**config.mk**
```make
export PLATFORM = sky130hd
export DESIGN_NAME = ldo_seq_ctrl
export DESIGN_NICKNAME = d
export VERILOG_FILES = /design/src/rtl/ldo_seq_ctrl.sv
export SDC_FILE = /design/constraint.sdc
export NUM_CORES = 1
export LEC_CHECK = 0
export CAP_MARGIN = 20
export CORE_UTILIZATION = 35
export DETAILED_ROUTE_END_ITERATION = 12
export GPL_TIMING_DRIVEN = 0
export PLACE_DENSITY = 0.66
export SLEW_MARGIN = 5
export SYNTH_ARGS = -nofsm -noshare
export SYNTH_HDL_FRONTEND = slang
export SYNTH_SLANG_ARGS = --single-unit
```
**constraint.sdc**
```tcl
create_clock -name wb_clk_i -period 8.6 [get_ports wb_clk_i]
set_clock_uncertainty 0.05 [all_clocks]
set_input_delay 0.86 -clock wb_clk_i [delete_from_list [all_inputs] [get_ports wb_clk_i]]
set_output_delay 0.86 -clock wb_clk_i [all_outputs]
set_load 0.1 [all_outputs]
```
**src/rtl/ldo_seq_ctrl.sv**
```systemverilog
// LDO power sequencer: ordered enable, power-good watch, ordered disable.
// Ports: wb_clk_i/wb_rst_i, start_i/stop_i/clr_i commands, ch_mask_i/dly_i
// config, pg_i raw power-good; en_o, state_o, fault_o, fault_ch_o, irq_o.
module ldo_seq_ctrl #(
  parameter int N_CH  = 3,
  parameter int CNT_W = 16
) (
  input  logic            wb_clk_i,
  input  logic            wb_rst_i,
  input  logic            start_i,
  input  logic            stop_i,
  input  logic            clr_i,
  input  logic [N_CH-1:0] ch_mask_i,
  input  logic [CNT_W-1:0] dly_i,
  input  logic [N_CH-1:0] pg_i,
  output logic [N_CH-1:0] en_o,
  output logic [2:0]      state_o,
  output logic            fault_o,
  output logic [2:0]      fault_ch_o,
  output logic            irq_o
);

  typedef enum logic [2:0] {
    S_IDLE  = 3'd0,
    S_UP    = 3'd1,
    S_ON    = 3'd2,
    S_DOWN  = 3'd3,
    S_FAULT = 3'd4
  } state_t;

  state_t            r_state;
  logic [N_CH-1:0]   r_en;
  logic [N_CH-1:0]   r_cur;
  logic [N_CH-1:0]   r_mask;
  logic [CNT_W-1:0]  r_dly;
  logic [CNT_W-1:0]  r_cnt;
  logic [N_CH-1:0]   r_pg_meta;
  logic [N_CH-1:0]   r_pg_s;
  logic              r_fault;
  logic [2:0]        r_fault_ch;
  logic              r_irq;

  logic [CNT_W-1:0]  w_dly_in;
  logic [CNT_W-1:0]  w_dly_lat;
  logic              w_tc;
  logic [N_CH-1:0]   w_first;
  logic [N_CH-1:0]   w_pend;
  logic [N_CH-1:0]   w_nxt;
  logic [N_CH-1:0]   w_top;
  logic [N_CH-1:0]   w_drop;
  logic              w_tmo;

  // One-hot of the lowest set bit.
  function automatic logic [N_CH-1:0] f_lo(
    input logic [N_CH-1:0] v
  );
    f_lo = '0;
    for (int i = N_CH - 1; i >= 0; i--)
      if (v[i]) f_lo = N_CH'(1) << i;
  endfunction

  // One-hot of the highest set bit.
  function automatic logic [N_CH-1:0] f_hi(
    input logic [N_CH-1:0] v
  );
    f_hi = '0;
    for (int i = 0; i < N_CH; i++)
      if (v[i]) f_hi = N_CH'(1) << i;
  endfunction

  function automatic logic [2:0] f_idx(
    input logic [N_CH-1:0] v
  );
    f_idx = '0;
    for (int i = 0; i < N_CH; i++)
      if (v[i]) f_idx = 3'(i);
  endfunction

  // A zero delay still spends one cycle per step.
  assign w_dly_in  = (dly_i == '0) ? CNT_W'(1) : dly_i;
  assign w_dly_lat = (r_dly == '0) ? CNT_W'(1) : r_dly;
  assign w_tc      = (r_cnt <= CNT_W'(1));
  assign w_first   = f_lo(ch_mask_i);
  assign w_pend    = r_mask & ~r_en;
  assign w_nxt     = f_lo(w_pend);
  assign w_top     = f_hi(r_en);
  assign w_drop    = r_en & ~r_pg_s;
  assign w_tmo     = |(r_cur & ~r_pg_s);

  always_ff @(posedge wb_clk_i or posedge wb_rst_i) begin
    if (wb_rst_i) begin
      r_state    <= S_IDLE;
      r_en       <= '0;
      r_cur      <= '0;
      r_mask     <= '0;
      r_dly      <= '0;
      r_cnt      <= '0;
      r_pg_meta  <= '0;
      r_pg_s     <= '0;
      r_fault    <= 1'b0;
      r_fault_ch <= '0;
      r_irq      <= 1'b0;
    end else begin
      r_pg_meta <= pg_i;
      r_pg_s    <= r_pg_meta;
      r_irq     <= 1'b0;
      unique case (r_state)
        S_IDLE: begin
          // Stop wins over a same-cycle start; stop is a no-op here.
          if (start_i && !stop_i && |ch_mask_i) begin
            r_mask  <= ch_mask_i;
            r_dly   <= dly_i;
            r_cur   <= w_first;
            r_en    <= w_first;
            r_cnt   <= w_dly_in;
            r_state <= S_UP;
          end
        end
        S_UP: begin
          if (w_tc && w_tmo) begin
            r_en       <= '0;
            r_fault    <= 1'b1;
            r_fault_ch <= f_idx(r_cur);
            r_irq      <= 1'b1;
            r_state    <= S_FAULT;
          end else if (stop_i) begin
            r_en    <= r_en & ~w_top;
            r_cnt   <= w_dly_lat;
            r_state <= S_DOWN;
          end else if (w_tc) begin
            if (|w_pend) begin
              r_cur <= w_nxt;
              r_en  <= r_en | w_nxt;
              r_cnt <= w_dly_lat;
            end else begin
              r_irq   <= 1'b1;
              r_state <= S_ON;
            end
          end else begin
            r_cnt <= r_cnt - CNT_W'(1);
          end
        end
        S_ON: begin
          if (|w_drop) begin
            r_en       <= '0;
            r_fault    <= 1'b1;
            r_fault_ch <= f_idx(f_lo(w_drop));
            r_irq      <= 1'b1;
            r_state    <= S_FAULT;
          end else if (stop_i) begin
            r_en    <= r_en & ~w_top;
            r_cnt   <= w_dly_lat;
            r_state <= S_DOWN;
          end
        end
        S_DOWN: begin
          if (r_en == '0) begin
            r_state <= S_IDLE;
          end else if (w_tc) begin
            r_en  <= r_en & ~w_top;
            r_cnt <= w_dly_lat;
          end else begin
            r_cnt <= r_cnt - CNT_W'(1);
          end
        end
        S_FAULT: begin
          if (clr_i) begin
            r_fault    <= 1'b0;
            r_fault_ch <= '0;
            r_state    <= S_IDLE;
          end
        end
        default: r_state <= S_IDLE;
      endcase
    end
  end

  assign en_o       = r_en;
  assign state_o    = r_state;
  assign fault_o    = r_fault;
  assign fault_ch_o = r_fault_ch;
  assign irq_o      = r_irq;

endmodule

```
# Word-level counts from Yosys, hierarchy flattened
# Index checks and enable logic that the tools add are counted.
[word_totals]
ff_bits = 55
output_inout_bits = 11
wordCells = 132
[op_classes]
bitwise = 8
eq_ne = 22
order_cmp = 1
addsub = 1
n_mux = 68
n_reduce_logical = 21
[ops]
columns = ["cell", "n"]
rows = [
  ["16-bit 2-to-1 mux", 11],
  ["3-bit 2-to-1 mux", 39],
  ["16-bit one-hot mux with 4 select lines", 1],
  ["16-bit logical NOT", 2],
  ["2-bit != test (second input constant)", 13],
  ["16-bit by 1-bit less-or-equal comparator with 1-bit output (second input constant)", 1],
  ["4-bit != test (second input constant)", 4],
  ["16-bit by 1-bit subtractor with 16-bit output (second input constant)", 1],
  ["3-bit one-hot mux with 5 select lines", 1],
  ["7-bit AND reduction", 2],
  ["3-bit bitwise AND", 4],
  ["3-bit one-hot mux with 4 select lines", 1],
  ["6-bit AND reduction", 2],
  ["3-bit OR reduction", 4],
  ["1-bit 2-to-1 mux", 11],
  ["3-bit inverter", 3],
  ["3-bit one-hot mux with 3 select lines", 1],
  ["3-bit by 2-bit equality test with 1-bit output (second input constant)", 2],
  ["3-bit logical NOT", 2],
  ["3-bit one-hot mux with 2 select lines", 1],
  ["4-bit AND reduction", 1],
  ["4-bit nonzero test", 1],
  ["3-bit by 1-bit equality test with 1-bit output (second input constant)", 1],
  ["3-bit equality test (second input constant)", 1],
  ["9 further kinds", 11],
]

# Longest topological paths before layout
# Gate-level depths: netlist (run 1).
[depth]
depth_word = 11
ltp_mapped = 10
depth_no_buf = 8

# Least setup slack after synthesis (run 1)
# Ideal clock, no wire load.
[synth_timing]
path_type = "register -> register"
startpoint = "reg r_cnt[4]"
endpoint = "reg r_en[2], in the netlist en_o[2]"
t_required_ns = 8.424
path_stages_with_launch = 9
period_less_slack_ns = 2.769
setup_time_ns = 0.126
n_path_buf = 2
setup_slack_ns = 5.831
t_arrival_ns = 2.594
cell_sequence = "dfrtp_1 buf_2 or4_4 or4b_1 buf_2 o31ai_4 o22ai_2 or3_4 o22a_1"
[synth_via]
elab_chain_len = 4
word_cells_on_any_way = 8
classes_between = "order compare: 1; eq/ne: 3; mux: 2; reduce/logical: 2"
[synth_lines]
columns = ["element", "line", "text"]
rows = [
  ["from (decl)", "36", "logic [CNT_W-1:0] r_cnt;"],
  ["from (signal assigned)", "115", "r_cnt <= w_dly_in;"],
  ["from (signal assigned)", "128", "r_cnt <= w_dly_lat;"],
  ["from (signal assigned)", "134", "r_cnt <= w_dly_lat;"],
  ["16-bit by 1-bit less-or-equal comparator with 1-bit output (*)", "82", "assign w_tc = (r_cnt <= CNT_W'(1));"],
  ["1-bit logical AND", "120", "if (w_tc && w_tmo) begin"],
  ["4-bit != test (no source line) or 3-bit 2-to-1 mux (tied branches)", "n/a", ""],
  ["7-bit AND reduction (no source line) or 3-bit one-hot mux with 4 select lines (tied branches)", "n/a", ""],
  ["to (signal assigned)", "114", "r_en <= w_first;"],
  ["to (signal assigned)", "127", "r_en <= r_en & ~w_top;"],
  ["to (signal assigned)", "133", "r_en <= r_en | w_nxt;"],
  ["to (decl)", "32", "logic [N_CH-1:0] r_en;"],
]
# Mark *: on every way between the ends. The rest lies on a longest branch, timed or not.
# A chain may end at the register's enable or synchronous reset.

# Worst setup path after layout (run 1)
[layout_timing]
startpoint = "in ch_mask_i[0]"
endpoint = "reg r_dly[3]"
[layout_via]
elab_chain_len = 3
[layout_lines]
columns = ["element", "line", "text"]
rows = [
  ["from (decl)", "13", "input logic [N_CH-1:0] ch_mask_i,"],
  ["3-bit OR reduction", "110", "if (start_i && !stop_i && |ch_mask_i) begin"],
  ["1-bit logical AND", "110", ""],
  ["2-bit AND reduction (no source line)", "n/a", ""],
  ["to (signal assigned)", "112", "r_dly <= dly_i;"],
  ["to (decl)", "35", "logic [CNT_W-1:0] r_dly;"],
]
# No other way between the ends.

==> run metrics, run 1 <==
part of the power in registers=0.302; RR Endpoint=r_cnt[4]$_DFFE_PP0P_; die height=97.24 um; Synthesized Nets=363; vias post-DR=2811; fin nets=407; Max IR drop VDD=0.1564 mV; Reg2Reg Setup Slack=5.54 ns; status=finished, final reports clean; cts bufs inserted=5; port bufs=36; CTS Hold Bufs=0; router iterations before antenna repair=5; Max Fanout on Critical Path=10; Top FF cell, synth=dfrtp_1; Gate power share=0.583; Critical R2R Launch=r_cnt[5]$_DFFE_PP0P_; ANT nets after route=0; PD cells=404.1 nW/um2; WHS Endpoint=r_pg_s[2]$_DFF_PP0_; Post-synth ARST share=1.000; largest family of logic cells by synthesized area=compound AO/OA/AOI/OAI gates; synthesized cell area=3174 um2; total core area=8763 um2; TritonCTS clock tree=built; Synth Area in XOR/XNOR=0.02759; later-pin clock latency in the skew report=0.32 ns; met3 usage=0.03885; Avg Inst Size Synth=9.504 um2; sequential element share of the synthesized area=0.4257; n_diodes=0; Die W=97.24 um; crit share post-route=0.3729; Worst setup SP type=input pin; fmax=0.3118 GHz; maximum clock path buffer count=2; Setup WS post-layout=5.393 ns; simple-gate area share of the yosys netlist=0.1971; gr usage total=0.1799; CP Data Arrival Time=3.37 ns; Worst slew margin=0.3023; largest net degree at the start of global routing=34; Root Buffer=clkbuf_8; Inst Count DP=479; post-synthesis adder-cell area fraction=0.007883; CP Class=in -> reg; Setup WS pre-CTS=5.054 ns; maxcap violations=0; post-CTS setup buffer count=0; commonest non-fill, non-tap cells in the layout=dfrtp_1, clkdlybuf4s50_1, nor2_1; minimum clock period=3.207 ns; Avg Vias per Cell=5.772; Yosys warnings=0; final setup fails=0; vias in the first global route=2783; leading cell type in the layout, fill and taps excluded=dfrtp_1; clock transition at the registers of the reported paths=0.10 ns; Syn-to-layout area delta=19.79%; Post-DP HPWL=6.128 mm; Final Max Slew Viols=0; Sink Count=54; routing usage on met2=0.2952; initial core utilization=0.3622; WL per Instance=17.03 um; post-synthesis compound-gate area fraction=0.2109; Worst Hold Depth=0; Clk pwr share=0.115; Worst Hold Class=reg -> reg; switching share of power=0.4883; Rows=34; Setup TNS Final=0 ns; DR iter-0 viols=138; R2R depth=6; DRT Wirelength=8.292 mm; first-pass GRT wire length=13.74 mm; H-Tree Depth=2; Post-synth EDFFs=0; Int Pwr=786.2 uW; mux cell area share after synthesis=0.08829; Final Wtd Congestion=0.8844; Top Usage Layer GRT=met2; fin cells=487; P_leak=1.553 nW; DIE AREA=9455 um2; post-synthesis cell type count=58; # DRC=0; num ports=38; Worst Path Required=8.76 ns; slew of the pin with the lowest slew margin=1.047 ns; post-synthesis register bit count=54; grt met1 use=0.2293; # fillers=867; final hold vios=0; Synth Instances=334; post-cts sizing count=0; total global routing overflow=0; Final Hold Slack=0.3070 ns; sw power=750.3 uW; RSZ-0062 raised after global routing=no; hold_sp=r_pg_meta[2]$_DFF_PP0_; antenna violations before repair=0; crit end category=register; proportion of layout cells with a drive suffix above 1=0.07388; final total power=1.537 mW
-- per-stage QoR --
step                utilization  instance area [um2]
floorplan                     -                 3174
global placement         0.4188                 3670
detailed placement       0.4210                 3690
CTS                      0.4339                 3802
global route             0.4339                 3802
finish                   0.4339                 3802
-- power by group through the flow --
stage	Sequential [mW]	Clock [mW]	Combinational, mW
3_5_place_dp	0.469	0	0.890
6_report	0.464	0.177	0.896
2_1_floorplan	0.556	0	0.569
3_3_place_gp	0.465	0	0.874
5_1_grt	0.480	0.189	0.977
4_1_cts	0.463	0.183	0.894
-- final cells by class --
cell class | count | area (um2) | share of cell area
plain buffers | 21 | 90.09 | 0.02369
clock buffers | 5 | 68.82 | 0.01810
clock inverters | 3 | 43.79 | 0.01152
inverters | 11 | 41.29 | 0.01086
multi-input cells | 248 | 1692 | 0.4449
flip-flops and latches | 54 | 1351 | 0.3554
well taps | 108 | 135.1 | 0.03554
repair buffers | 37 | 380.4 | 0.1000
-- sequential cells by signal (all words and copies together), names as in the netlist --
register,count
fault_o,1
r_cnt,16
r_pg_meta,3
en_o,3
r_mask,3
r_cur,3
state_o,3
r_dly,16
irq_o,1
fault_ch_o,2
r_pg_s,3
-- routing by layer --
layer	up-vias	routed length, um
met1	1335	3581
li1	1351	-
met3	21	551
met2	104	3940
met5	-	0
met4	0	218
-- how the worst max path moves through the flow --
stage                         startpoint              endpoint  slack [ns]  depth (start not counted)
floorplan           r_cnt[4]$_DFFE_PP0P_   en_o[2]$_DFFE_PP0P_        5.83                          8
global placement            ch_mask_i[0]  r_dly[9]$_DFFE_PP0P_        5.13                          6
detailed placement          ch_mask_i[0]  r_dly[3]$_DFFE_PP0P_        5.05                          6
CTS                         ch_mask_i[0]  r_dly[3]$_DFFE_PP0P_        5.39                          6
global route                ch_mask_i[0]  r_dly[9]$_DFFE_PP0P_        5.24                          6
finish                      ch_mask_i[0]  r_dly[3]$_DFFE_PP0P_        5.39                          6
-- logic make-up (layout without fill, tap and decap cells) --
| family | Yosys count | count (layout) |
|---|---|---|
| simple gates | 121 | 121 |
| compound gates | 89 | 89 |
| flops | 54 | 54 |
| buf+inv | 32 | 77 |
| mux | 25 | 25 |
| xor+xnor | 10 | 10 |
| fa+ha+maj | 2 | 2 |
| other cells | 1 | 1 |
-- critical path, cell delays in order --
cell and delay (ns):
clkdlybuf4s50_1 0.62, o311ai_1 0.23, nor2b_1 0.21, buf_1 0.55, clkbuf_1 0.51, mux2_1 0.38
-- synth_stat cells (7+ instances only) --
master / number / area, um2
nand3_1: 7 / 35.03
nor3_1: 13 / 65.06
dfrtp_1: 54 / 1351
a221oi_1: 12 / 105.1
inv_1: 8 / 30.03
o31ai_1: 14 / 105.1
nor2_1: 27 / 101.4
nand2b_1: 10 / 62.56
o21ai_0: 10 / 50.05
mux2_1: 23 / 259.0
clkbuf_1: 13 / 48.80
a21oi_1: 9 / 45.04
nor4_1: 12 / 75.07
nand2_1: 26 / 97.59
xor2_1: 8 / 70.07
Power figures use the tool's default switching activity.
==> run 2, diff against run 1 <==
==> constraint.sdc (replaced) <==
create_clock -name wb_clk_i -period 3.1 [get_ports wb_clk_i]
set_clock_uncertainty 0.05 [all_clocks]
set_input_delay 0.31 -clock wb_clk_i [delete_from_list [all_inputs] [get_ports wb_clk_i]]
set_output_delay 0.31 -clock wb_clk_i [all_outputs]
set_load 0.1 [all_outputs]
==> run 2 against run 1 <==
Net effect:
- critical path depth is 1 higher
- flip-flop and latch count unchanged
- utilization up 0.13 points
- count of clock-buffer cells in the layout unchanged
- setup slack worse by 5.3 ns
- global-route usage is the same
- combinational power rose to 2.8 times the previous value
- sequential share of layout area down 0.10 points
- critical path type is now reg -> reg
- largest cell class unchanged
- largest power group unchanged
- highest routed layer unchanged
==> run metrics, run 2 (synthesis results as in run 1) <==
TritonCTS clock tree=built; FF+latch area=1351 um2 (unchanged); area of the multi-input gates=1703 um2 (+0.67%); Setup TNS Final=0 ns (unchanged); DRT Wirelength=8.337 mm (+0.54%); n_diodes=0 (unchanged); maximum clock path buffer count=2 (unchanged); Syn-to-layout area delta=20.14%; RSZ-0062 raised after global routing=no; CP startpoint=r_cnt[5]$_DFFE_PP0P_; antenna violations before repair=0 (unchanged); DR iter-0 viols=153 (+11%); Final Wtd Congestion=0.8844 (unchanged); minimum clock period=2.975 ns; Post-DP HPWL=6.128 mm (unchanged); initial core utilization=0.3622 (unchanged); Avg Vias per Cell=5.782 (+0.18%); Sink Count=54 (unchanged); leading cell type in the layout, fill and taps excluded=dfrtp_1; vias post-DR=2816 (+0.18%); later-pin clock latency in the skew report=0.32 ns (about the same); ANT nets after route=0 (unchanged); Worst Path Required=3.25 ns (-5.51 ns); Max Fanout on Critical Path=8 (-2); Worst Hold Class=in -> async; final hold vios=0 (unchanged); H-Tree Depth=2 (unchanged); num ports=38 (unchanged); largest net degree at the start of global routing=34 (unchanged); Critical path destination=en_o[2]$_DFFE_PP0P_; Reg2Reg Setup Slack=0.12 ns (-5.42 ns); RR Endpoint=en_o[2]$_DFFE_PP0P_; Die W=97.24 um (unchanged); crit share post-route=0.9597; Root Buffer=clkbuf_8; R2R depth=7 (+1); # fillers=867 (unchanged); crit end category=register; CTS Hold Bufs=0 (unchanged); Largest regs=r_cnt (16), r_dly (16); die height=97.24 um (unchanged); Rows=34 (unchanged); PD cells=1123 nW/um2 (+180%); router iterations before antenna repair=5 (unchanged); first-pass GRT wire length=13.74 mm (unchanged); slew of the pin with the lowest slew margin=1.048 ns (+0.001708 ns); CP Data Arrival Time=3.13 ns (-0.24 ns); Final Max Slew Viols=0 (unchanged); cts bufs inserted=5 (unchanged); final total power=4.281 mW (+180%); clock transition at the registers of the reported paths=0.10 ns (about the same); status=finished, final reports clean; fin nets=407 (unchanged); # DRC=0 (unchanged); fmax=0.3361 GHz; Critical R2R Launch=r_cnt[5]$_DFFE_PP0P_; vias in the first global route=2783 (unchanged); maxcap violations=0 (unchanged); gr usage total=0.1799 (unchanged); total core area=8763 um2 (unchanged); proportion of layout cells with a drive suffix above 1=0.07916 (+0.005277); Max IR drop VDD=0.4401 mV (+180%); port bufs=36 (unchanged); commonest non-fill, non-tap cells in the layout=dfrtp_1, clkdlybuf4s50_1, nor2_1; DIE AREA=9455 um2 (unchanged); total global routing overflow=0 (unchanged); final setup fails=0 (unchanged); Worst slew margin=0.3011 (-0.001139); CP Class=reg -> reg; WL per Instance=17.12 um (+0.54%); Worst setup SP type=register; P_leak=1.555 nW (+0.11%)
==> run 2: cell types whose count changed in the layout (fill, tap and decap cells not counted) <==
cell	previous run	this run
nor3_2	0	1
a2111oi_1	0	1
nor3_1	13	12
o31ai_1	14	13
a2111oi_0	1	0
o31ai_2	1	2
==> run 2: area by class of cell <==
| class | instances | share of cell area |
|---|---|---|
| multi-input cells | 248 | 0.4465 |
| plain buffers | 21 | 0.02362 |
| inverters | 11 | 0.01083 |
| repair buffers | 37 | 0.09974 |
| well taps | 108 | 0.03543 |
| clock buffers | 5 | 0.01804 |
| flip-flops and latches | 54 | 0.3543 |
| clock inverters | 3 | 0.01148 |
==> run 2: critical path, cell delays in order (launching register included) <==
cell and delay (ns):
dfrtp_1 0.46, or4_4 0.61, or4b_1 0.50, buf_2 0.20, o31ai_4 0.27, o22ai_2 0.15
or3_4 0.40, o22a_1 0.23
==> run 2: metal layers <==
metal / up-vias / global-route usage / part of all wire
met4: 0 / 0.07579 / 0.025
met2: 120 / 0.2952 / 0.48
li1: 1346 / - / -
met1: 1329 / 0.2293 / 0.42
met5: - / 0 / 0
met3: 21 / 0.03885 / 0.074
==> run 2: worst min-delay path by stage <==
stage                           start                     to  slack (ns)  depth (start not counted)
6_report                     wb_rst_i  r_cnt[12]$_DFFE_PP0P_        0.28                          2
2_1_floorplan  r_pg_meta[0]$_DFF_PP0_    r_pg_s[0]$_DFF_PP0_        0.28                          0
3_5_place_dp   r_pg_meta[2]$_DFF_PP0_    r_pg_s[2]$_DFF_PP0_        0.29                          0
4_1_cts                      wb_rst_i  r_cnt[12]$_DFFE_PP0P_        0.29                          2
3_3_place_gp   r_pg_meta[2]$_DFF_PP0_    r_pg_s[2]$_DFF_PP0_        0.28                          0
5_1_grt        r_pg_meta[1]$_DFF_PP0_    r_pg_s[1]$_DFF_PP0_        0.31                          0
==> run 2: repair_timing <==
item	4_1_cts	5_1_grt
resized for setup	0	3
setup endpoints to repair	0	10
setup buffers	0	0
==> run 2: stage by stage <==
stage            util  hold slack (ns)  cell area [um2]  setup WS [ns]  cells
2_1_floorplan       -           0.2812             3174         0.3308    334
3_5_place_dp   0.4210           0.2864             3690         0.1042    479
3_3_place_gp   0.4188           0.2845             3670         0.1333    478
5_1_grt        0.4352           0.3129             3814      0.0001217    487
4_1_cts        0.4339           0.2949             3802        0.09743    487
6_report       0.4352           0.2779             3814         0.1250    487
==> run 2: where the power goes <==
part / total (mW) / internal, mW / switching (mW)
registers: 1.29 / 1.01 / 0.278
clock network: 0.490 / 0.243 / 0.247
logic: 2.50 / 0.931 / 1.57
total: 4.28 / 2.18 / 2.10
